[src/rtl/vx_fpu_rsp_arb.sv]
// Round-robin merge of FPU sub-core result streams into one registered writeback port.
// Optional FPU_RSP_ARB_PERF_EN adds stall and conflict cycle counters.
module vx_fpu_rsp_arb #(
  parameter int NUM_REQS = 10,
  parameter int DATAW    = 128,
  parameter int SELW     = (NUM_REQS > 1) ? $clog2(NUM_REQS) : 1
) (
  input  logic                      clk,
  input  logic                      reset,
  input  logic [NUM_REQS-1:0]       valid_in,
  input  logic [NUM_REQS*DATAW-1:0] data_in,
  output logic [NUM_REQS-1:0]       ready_in,
  output logic                      valid_out,
  output logic [DATAW-1:0]          data_out,
  output logic [SELW-1:0]           sel_out,
  input  logic                      ready_out
`ifdef FPU_RSP_ARB_PERF_EN
  ,
  output logic [31:0]               perf_stall_cycles,
  output logic [31:0]               perf_conflict_cycles
`endif
);

  localparam logic [SELW:0]   NUM_REQS_W = (SELW+1)'(NUM_REQS);
  localparam logic [SELW-1:0] LAST_IDX   = SELW'(NUM_REQS - 1);

  logic [SELW-1:0]       r_rr_last;
  logic                  r_out_valid;
  logic [DATAW-1:0]      r_out_data;
  logic [SELW-1:0]       r_out_sel;

  logic                  w_stage_ready;
  logic [SELW-1:0]       w_start;
  logic [NUM_REQS-1:0]   w_grant;
  logic [SELW-1:0]       w_grant_idx;
  logic                  w_fire;
  logic [DATAW-1:0]      w_masked [NUM_REQS];
  logic [DATAW-1:0]      w_grant_data;

  assign w_stage_ready = !r_out_valid || ready_out;
  assign w_start       = (r_rr_last == LAST_IDX) ? '0 : r_rr_last + 1'b1;

  // Scan upward from the entry after the last winner, wrapping once around.
  always_comb begin
    logic [SELW:0] w_idx_ext;
    logic          w_found;
    w_grant     = '0;
    w_grant_idx = '0;
    w_found     = 1'b0;
    w_idx_ext   = '0;
    for (int k = 0; k < NUM_REQS; k++) begin
      w_idx_ext = {1'b0, w_start} + (SELW+1)'(k);
      if (w_idx_ext >= NUM_REQS_W) begin
        w_idx_ext = w_idx_ext - NUM_REQS_W;
      end
      if (!w_found && valid_in[w_idx_ext[SELW-1:0]]) begin
        w_found                           = 1'b1;
        w_grant[w_idx_ext[SELW-1:0]]      = 1'b1;
        w_grant_idx                       = w_idx_ext[SELW-1:0];
      end
    end
  end

  assign w_fire   = (|w_grant) && w_stage_ready && !reset;
  assign ready_in = w_grant & {NUM_REQS{w_stage_ready && !reset}};

  // Grant is one-hot, so an AND-OR tree selects the winning payload.
  generate
    for (genvar gi = 0; gi < NUM_REQS; gi++) begin : g_mask
      assign w_masked[gi] = data_in[gi*DATAW +: DATAW] & {DATAW{w_grant[gi]}};
    end
  endgenerate

  always_comb begin
    w_grant_data = '0;
    for (int i = 0; i < NUM_REQS; i++) begin
      w_grant_data = w_grant_data | w_masked[i];
    end
  end

  always_ff @(posedge clk) begin
    if (reset) begin
      r_rr_last   <= LAST_IDX;
      r_out_valid <= 1'b0;
      r_out_data  <= '0;
      r_out_sel   <= '0;
    end else if (w_fire) begin
      r_rr_last   <= w_grant_idx;
      r_out_valid <= 1'b1;
      r_out_data  <= w_grant_data;
      r_out_sel   <= w_grant_idx;
    end else if (ready_out) begin
      r_out_valid <= 1'b0;
    end
  end

  assign valid_out = r_out_valid;
  assign data_out  = r_out_data;
  assign sel_out   = r_out_sel;

`ifdef FPU_RSP_ARB_PERF_EN
  logic [31:0] r_stall_cnt;
  logic [31:0] r_conflict_cnt;
  logic        w_conflict;

  // Clearing the lowest set bit leaves something only if two or more are set.
  assign w_conflict = (valid_in & (valid_in - 1'b1)) != '0;

  always_ff @(posedge clk) begin
    if (reset) begin
      r_stall_cnt    <= '0;
      r_conflict_cnt <= '0;
    end else begin
      if (r_out_valid && !ready_out) begin
        r_stall_cnt <= r_stall_cnt + 32'd1;
      end
      if (w_conflict) begin
        r_conflict_cnt <= r_conflict_cnt + 32'd1;
      end
    end
  end

  assign perf_stall_cycles    = r_stall_cnt;
  assign perf_conflict_cycles = r_conflict_cnt;
`endif

endmodule

[config.mk]
export PLATFORM = sky130hd
export DESIGN_NAME = vx_fpu_rsp_arb
export DESIGN_NICKNAME = d
export VERILOG_FILES = /design/src/rtl/vx_fpu_rsp_arb.sv
export SDC_FILE = /design/constraint.sdc
export NUM_CORES = 1
export LEC_CHECK = 0
export ABC_AREA = 1
export BUFFER_PORTS_ARGS = -buffer_cell sky130_fd_sc_hd__buf_2
export CORE_AREA = 2 2 567 569
export CTS_CLUSTER_SIZE = 30
export DETAILED_ROUTE_END_ITERATION = 16
export DIE_AREA = 0 0 569 571
export PLACE_DENSITY = 0.3
export SLEW_MARGIN = 25
export SYNTH_ARGS = -nofsm -noshare
export SYNTH_HDL_FRONTEND = slang
export SYNTH_SLANG_ARGS = --single-unit
[constraint.sdc]
create_clock -name clk -period 6.8 [get_ports clk]
set_input_delay 0 -clock clk [delete_from_list [all_inputs] [get_ports clk]]
set_output_delay 0 -clock clk [all_outputs]
set_load 0.03 [all_outputs]
== After elaboration in Yosys (flattened, before gate mapping) ==
Cells that the tools add are included.
Operators by class
  add/subtract/negate cells: 20
  $lt $le $gt $ge: 30
  equality and inequality tests: 1
  muxes and demuxes: 82
  bitwise gates (word level): 29
  reductions and logical operators: 36
Operators with widths (number)
  128-bit AND: 10
  128-bit OR: 9
  10-bit 2-to-1 mux: 10
  10-bit OR: 9
  4-bit 2-to-1 mux: 21
  4-bit by 5-bit less-than comparator with 1-bit output (second input constant): 10
  5-bit by 4-bit greater-or-equal comparator with 1-bit output (second input constant): 9
  1-bit binary-select mux with 4-bit select: 10
  1-bit demux with 4-bit select: 10
  4-bit by 1-bit greater-or-equal comparator with 1-bit output (second input constant): 10
  4-bit subtractor (second input constant): 10
  1-bit 2-to-1 mux: 31
  1-bit logical AND: 22
  4-bit by 3-bit adder with 5-bit output (second input constant): 4
  1-bit zero test: 11
  4-bit by 2-bit adder with 5-bit output (second input constant): 2
  4-bit by 4-bit adder with 5-bit output (second input constant): 2
  10-bit AND: 1
  10-bit OR reduction: 1
  4-bit by 1-bit adder with 5-bit output (second input constant): 1
  4-bit by 1-bit adder with 4-bit output (second input constant): 1
  4-bit == test (second input constant): 1
  4-bit greater-or-equal comparator (second input constant): 1
  2-bit nonzero test: 1
  1-bit logical OR: 1
Word-level totals
  register bits: 137
  bits of input ports: 1293
  logic and storage cells: 202

== Depth between registers and ports, before layout ==
Gate-level depths: netlist of run 1.
  depth after elaboration: 44
  mapped depth: 38
  mapped depth without buffers: 35

== Least setup slack after synthesis of run 1 ==
No wires, ideal clock.
  path type: register -> register
  from: register r_rr_last[0]
  to: register r_out_data[102] (netlist: data_out[102])
  library setup time: 0.113 ns
  arrival: 4.579 ns
  slack: 2.108 ns
  cell stages (with the launch flop): 35
  path buffers: 8
  clock period less this slack: 4.692 ns
  cell sequence: dfxtp_1 buf_4 clkbuf_1 buf_1 clkbuf_1 clkbuf_1 ha_1 xor2_1 inv_1 ha_1 inv_1 nand3_2 nand2_1 nand2_1 nand2_1 nand3_1 nand2_1 nand3_1 nand4_1 nor2_1 buf_2 nand4_1 nor2_1 nor2_1 nand3_1 nor2_1 nand2_1 nor2_1 nand3_2 nand2_4 buf_6 buf_6 nand2_1 nand2_1 nor2_1
On the way
  longest elaborated chain between the ends: 44
  elaborated cells between the ends (all ways): 180
  those cells by class: add/sub: 20; order compare: 30; eq/ne: 1; mux: 70; bitwise: 28; reduce/logical: 31
Ends and longest elaborated chain
  start, declared: RTL line 27  | logic [SELW-1:0] r_rr_last;
  start signal, assigned: RTL line 88  | r_rr_last <= w_grant_idx;
  4-bit by 1-bit adder with 4-bit output or 4-bit == test (tied branches): RTL line 41  | assign w_start = (r_rr_last == LAST_IDX) ? '0 : r_rr_last + 1'b1;
  4-bit 2-to-1 mux *: RTL line 41
  branches (longest 31 deep; another with 4-bit by 1-bit adder with 5-bit output)
  10-bit 2-to-1 mux *: RTL line 56  | if (!w_found && valid_in[w_idx_ext[SELW-1:0]]) begin
  128-bit AND: RTL line 70  | assign w_masked[gi] = data_in[gi*DATAW +: DATAW] & {DATAW{w_grant[gi]}};
  128-bit OR (9 in a row): RTL line 77  | w_grant_data = w_grant_data | w_masked[i];
  end signal, assigned: RTL line 90  | r_out_data <= w_grant_data;
  end, declared: RTL line 29  | logic [DATAW-1:0] r_out_data;
Mark *: on every way between the ends. The select of a mux whose other input is x is not followed.
A chain may end at the register's enable or synchronous reset.

== Worst setup path after layout of run 1 ==
  from: register r_rr_last[2]
  to: register r_out_data[0] (netlist: data_out[0])
Same word-level chain as after synthesis.

==> results of run 1 <==
state kept, by name (all words and copies together) (netlist names):
signal     cells
valid_out      1
r_rr_last      4
data_out     128
sel_out        2
layer usage:
layer / global-route usage (%) / vias up
li1: - / 17000
met1: 20.5 / 16600
met2: 26.9 / 1947
met3: 7.87 / 517
met4: 4.25 / 168
met5: 0.632 / -
what timing repair did:
action	4_1_cts	5_1_grt
gates resized for setup	0	28
buffers inserted	0	15
hold buffers	776	0
setup endpoints to repair	0	125
endpoints found under the hold margin	133	0
metrics by stage:
step           std cells  instance area [um2]  hold slack [ns]  worst slack, ns  util [%]
3_3_place_gp        9710                32900            0.317            0.676      10.3
3_5_place_dp        9710                32900            0.297            0.718      10.3
2_1_floorplan       4053                19200           0.0691             2.11         -
6_report           10700                42000          0.00498            0.432      13.2
5_1_grt            10600                41800           0.0458           0.0315      13.1
4_1_cts            10500                41400         0.000815         0.000204      13.0
cells in the final DEF, fill, tap and decap left out, types with 14 or more instances in the layout:
master	instances
ha_1	17
nand2_2	16
buf_2	1435
clkbuf_16	24
dlygate4sd3_1	776
o21ai_0	31
dfxtp_1	131
nor2_1	638
nand3b_1	129
a21oi_1	18
nand4_1	37
nand3_1	100
inv_1	225
buf_4	170
inv_2	14
nand2_1	2390
buf_12	62
diode_2	138
logic make-up after synthesis:
logic type               count (synthesis)
adder cells (fa/ha/maj)                 18
buffers and inverters                  451
AO/OA/AOI/OAI                           84
flip-flops                             135
AND/OR/NAND/NOR                       3361
XOR/XNOR                                 4
cell type report:
cell class,instances,area share (%)
clock inverter,9,0.384
tap,4200,12.5
multi-input combinational,3467,34.3
antenna,138,0.822
inverter,250,2.27
clock buffer,23,1.29
timing repair buffer,2453,42.0
sequential,135,6.45
worst reg2reg max path, delay by kind of cell (launching register included):
kind	cells	cell delay, ns
buffers and inverters	10	2.52
AND/OR/NAND/NOR	19	2.34
adder cells (fa/ha/maj)	2	0.56
flip-flops	1	0.47
AO/OA/AOI/OAI	3	0.41
worst min-delay path by stage:
stage,end,slack (ns),cells past startpoint
final,data_out[127],0.005,6
after global routing,data_out[22],0.05,8
after CTS,data_out[66],0.0008,7
after detailed placement,sel_out[0],0.30,2
after global placement,sel_out[0],0.32,2
after floorplan,sel_out[0],0.07,1
==> results.txt, run 1 <==
Final antenna-violating net count -> 0
Post-Syn Area -> 19,200 um2
Worst endpoint required time -> 7.27 ns
Layout Skew -> 0.0284 ns
Ys async rst share -> 0%
Synth area leaders -> nand2_1 47%, dfxtp_1 14%, nor2_1 13%, nand3b_1 5.0%, inv_1 4.4%
WS Path Type -> register to register
DR DRC count -> 0
EDFF count, synth -> 0
Die Y -> 571 um
Final WL -> 292,000 um
Layout filler cell count -> 38,000
CTS tree -> yes
Worst setup EP type -> register
Initial antenna violation count -> 320
Largest net degree at the start of global routing -> 52
DP HPWL -> 257,000 um
Family with the most delay on the worst path -> buffers and inverters
CTS clk-pin slew, worst paths -> 0.09 ns
Post-route clock period utilization -> 93.6%
H-tree depth -> 4
Routed vias/inst -> 3.39
RSZ-0062 raised after global routing -> no
Compound-Gate Fraction of Synth Area -> 2.54%
Top Layer Used -> met5
Final setup vio count -> 0
Post-Synth Adder-Cell Area -> 1.21%
Die Span X -> 569 um
Syn-to-layout area delta -> 119%
Cell mode on critical path -> nand2_1
Post-synthesis mux area share -> 0%
Layout Nets -> 7,639
Mapped Avg Cell Area -> 4.74 um2
R2r endpoint -> data_out[0]
HP Class -> input port to register
FF-to-FF Start -> r_rr_last[2]
Slowest cell on crit path -> dlygate4sd3_1
Max Fanout on Critical Path -> 24
Root buf cell -> clkbuf_16
Reg2reg path depth -> 34
Flop and latch count out of synthesis -> 135
Critical path depth in cells -> 34
Iter 0 DRT Violations -> 2,815
Vias in the first global route -> 34,700
Io pins -> 1,436
Metal2 WL -> 128,000 um
Worst skew pair latency -> 0.58 ns
DR vias -> 36,200
Slew margin rel. -> 31.0%
Crit path DAT -> 6.83 ns
Most common cell in the netlist -> nand2_1
Largest family of logic cells by synthesized area -> simple AND/OR/NAND/NOR gates
First-pass GRT wire length -> 358,000 um
Tmin final -> 6.37 ns
Setup_tns -> 0 ns
WL met1 -> 118,000 um
Outcome -> finished, final reports clean
Ys Warns -> 0
Yosys cell types -> 47
Simple-gate share of the synthesized area -> 70.6%
Post-synthesis xor/xnor area fraction -> 0.182%
FF/Latch Area -> 2710 um2
CTS Buf Count -> 21
Yosys top cell by area -> nand2_1
CTS max path bufs -> 3
Max-cap violation count -> 0
CP bufs+invs -> 10
Worst Setup Start Kind -> register
Area of the multi-input gates -> 14,400 um2
Share of layout cells above drive strength 1 -> 28.1%
GPL Wtd Cong -> 0.954
Clk sinks -> 135
Largest stage delay, worst path -> 0.60 ns
Post-Synthesis Cells -> 4,053
Syn Nets -> 5,364
Slew Viols, Final -> 0
Fmax -> 157 MHz
GRT Total Usage -> 17.0%
Initial Util -> 6.01%
Congestion Overflow GR -> 0
Met3 wire len -> 35,400 um
Standard-cell rows -> 208
Main synth FF type -> dfxtp_1
Fin. Hold Viols -> 0
First drt pass iteration count -> 5
Measured slew at the worst slew-check pin -> 1.02 ns
Post-synthesis sequential area ratio -> 14.1%
Top post-synthesis cells by count -> 2,390 x nand2_1, 645 x nor2_1, 227 x inv_1, 135 x dfxtp_1, 129 x nand3b_1
Die ar. -> 325,000 um2
Port Buffers -> 1,435
Top-area cell type share of the netlist area -> 46.7%
Core area -> 319,000 um2
Setup crit start -> r_rr_last[2]
DR WL/cell -> 27.3 um
R2R setup slack -> 0.43 ns
Min-delay src -> data_in[383]
Critical path endpoint -> data_out[0]
Power of run 1 is left out: the tool's default activity adds up to more than one toggle a clock period on the data nets, which glitch-free logic cannot reach.
==> run 2: changes to the inputs <==
==> constraint.sdc (replaced) <==
create_clock -name clk -period 6.53 [get_ports clk]
set_input_delay 0 -clock clk [delete_from_list [all_inputs] [get_ports clk]]
set_output_delay 0 -clock clk [all_outputs]
set_load 0.03 [all_outputs]
==> run 2 against run 1 <==
  * Wire length shrank 0.93%
  * Worst hold slack gained 0.011 ns
  * Global-route usage is essentially flat
  * Fmax grew 3.5%
  * Via count down 0.92%
==> results.txt, run 2 (synthesized netlist as in run 1, its figures left out) <==
Measured slew at the worst slew-check pin -> 1.01 ns (-0.0133 ns)
Final antenna-violating net count -> 0 (unchanged)
Layout Skew -> 0.0288 ns (+0.000457 ns)
Share of layout cells above drive strength 1 -> 29.6% (+1.5 points)
CTS clk-pin slew, worst paths -> 0.09 ns (about the same)
Vias in the first global route -> 34,900 (+0.61%)
Core area -> 319,000 um2 (unchanged)
Cell mode on critical path -> nand2_1
Slowest cell on crit path -> dlygate4sd3_1
Slew Viols, Final -> 0 (unchanged)
Worst setup EP type -> register
Standard-cell rows -> 208 (unchanged)
GPL Wtd Cong -> 0.931 (-2.4%)
Congestion Overflow GR -> 0 (unchanged)
WS Path Type -> register to register
Hold path cells -> 7 (+1)
Max Fanout on Critical Path -> 19 (-21%)
Routed vias/inst -> 3.36 (-0.92%)
Crit path DAT -> 6.66 ns (-0.17 ns)
Slew margin rel. -> 31.9% (+0.90 points)
Fin. Hold Viols -> 0 (unchanged)
Placed Area -> 33,900 um2 (+3.1%)
HP Class -> input port to register
Initial antenna violation count -> 312 (-2.5%)
First-pass GRT wire length -> 358,000 um (+0.13%)
Worst endpoint required time -> 7.04 ns (-0.23 ns)
Largest net degree at the start of global routing -> 49 (-5.8%)
Setup_tns -> 0 ns (unchanged)
Reg2reg path depth -> 34 (unchanged)
Io pins -> 1,436 (unchanged)
DR DRC count -> 0 (unchanged)
H-tree depth -> 4 (unchanged)
Clk sinks -> 135 (unchanged)
Die ar. -> 325,000 um2 (unchanged)
Final setup vio count -> 0 (unchanged)
Port Buffers -> 1,435 (unchanged)
R2R setup slack -> 0.38 ns (-0.05 ns)
Fmax -> 163 MHz (+3.5%)
Outcome -> finished, final reports clean
FF-to-FF Start -> r_rr_last[2]
Worst skew pair latency -> 0.57 ns (about the same)
Initial Util -> 6.01% (unchanged)
Die Y -> 571 um (unchanged)
CTS Buf Count -> 21 (unchanged)
Die Span X -> 569 um (unchanged)
First drt pass iteration count -> 6 (+1)
Final WL -> 289,000 um (-0.93%)
GRT Total Usage -> 16.9% (about the same)
Tmin final -> 6.15 ns (-0.215 ns)
Worst Setup Start Kind -> register
Max-cap violation count -> 0 (unchanged)
Min-delay src -> data_in[684]
Syn-to-layout area delta -> 119%
Most frequent cells in the layout -> 2,389 x nand2_1, 1,435 x buf_2, 696 x dlygate4sd3_1, 640 x nor2_1, 255 x buf_4
Max reg flops -> 128 (unchanged)
CTS tree -> yes
DR WL/cell -> 27.1 um (-0.94%)
Iter 0 DRT Violations -> 2,705 (-3.9%)
Largest stage delay, worst path -> 0.56 ns (-0.04 ns)
Post-route clock period utilization -> 94.2% (+0.57 points)
Family with the most delay on the worst path -> simple AND/OR/NAND/NOR gates
Design area -> 42,100 um2 (+0.14%)
RSZ-0062 raised after global routing -> yes
Root buf cell -> clkbuf_16
DP HPWL -> 258,000 um (+0.67%)
CP bufs+invs -> 7 (-3)
R2r endpoint -> data_out[46]
Most common cell after layout, fill and taps aside -> nand2_1
DR vias -> 35,800 (-0.92%)
CTS max path bufs -> 3 (unchanged)
Hold endpoint -> data_out[44]
Layout Nets -> 7,656 (+0.22%)
[run 2: routing by layer]
metal  vias to the layer above  wire (um)  GRT usage [%]
li1                      17000          -              -
met1                     16300     121000           20.9
met2                      1865     129000           27.2
met3                       497      31300           7.12
met4                       172       6320           3.83
met5                         -       1230              0
[run 2: area by class of cell]
type | instances | area, um2
fillers | 38000 | 277000
repair buffers | 2470 | 17800
multi-input cells | 3467 | 14400
well taps | 4200 | 5260
flip-flops and latches | 135 | 2710
inverters | 250 | 953
clock buffers | 24 | 567
diodes | 123 | 308
clock inverters | 7 | 97.6
[run 2: how the worst max path moves through the flow]
| stage | end | start | slack, ns | cells after the start |
|---|---|---|---|---|
| 6_report | data_out[46] | r_rr_last[2] | 0.38 | 34 |
| 5_1_grt | data_out[9] | r_rr_last[2] | -0.004 | 34 |
| 4_1_cts | data_out[41] | r_rr_last[0] | 0.007 | 31 |
| 3_5_place_dp | data_out[120] | r_rr_last[0] | 0.36 | 27 |
| 3_3_place_gp | data_out[120] | r_rr_last[0] | 0.35 | 35 |
| 2_1_floorplan | data_out[102] | r_rr_last[0] | 1.84 | 34 |
[run 2: stage by stage]
stage                     setup WS [ns]  hold slack (ns)  std cells  util (%)
after floorplan                    1.84           0.0691       4053         -
after global placement            0.347            0.292       9816      10.6
after detailed placement          0.363            0.286       9816      10.6
after CTS                       0.00703         0.000458      10500      13.0
after global routing           -0.00411           0.0496      10600      13.1
final                             0.378           0.0163      10700      13.2
[run 2: worst reg2reg max path, delay by kind of cell (launching register included)]
kind,cells,cell delay (ns)
flip-flops,1,0.37
adder cells (fa/ha/maj),2,0.59
AO/OA/AOI/OAI,2,0.39
AND/OR/NAND/NOR,23,2.74
buffers and inverters,7,2.02
[run 2: what timing repair did]
action / in CTS / in global routing
endpoints found under the hold margin: 126 / 0
hold buffers: 696 / 0
resized for setup: 0 / 23
setup endpoints to repair: 0 / 116
buffers inserted: 0 / 9
Power of run 2 is left out for the same reason.
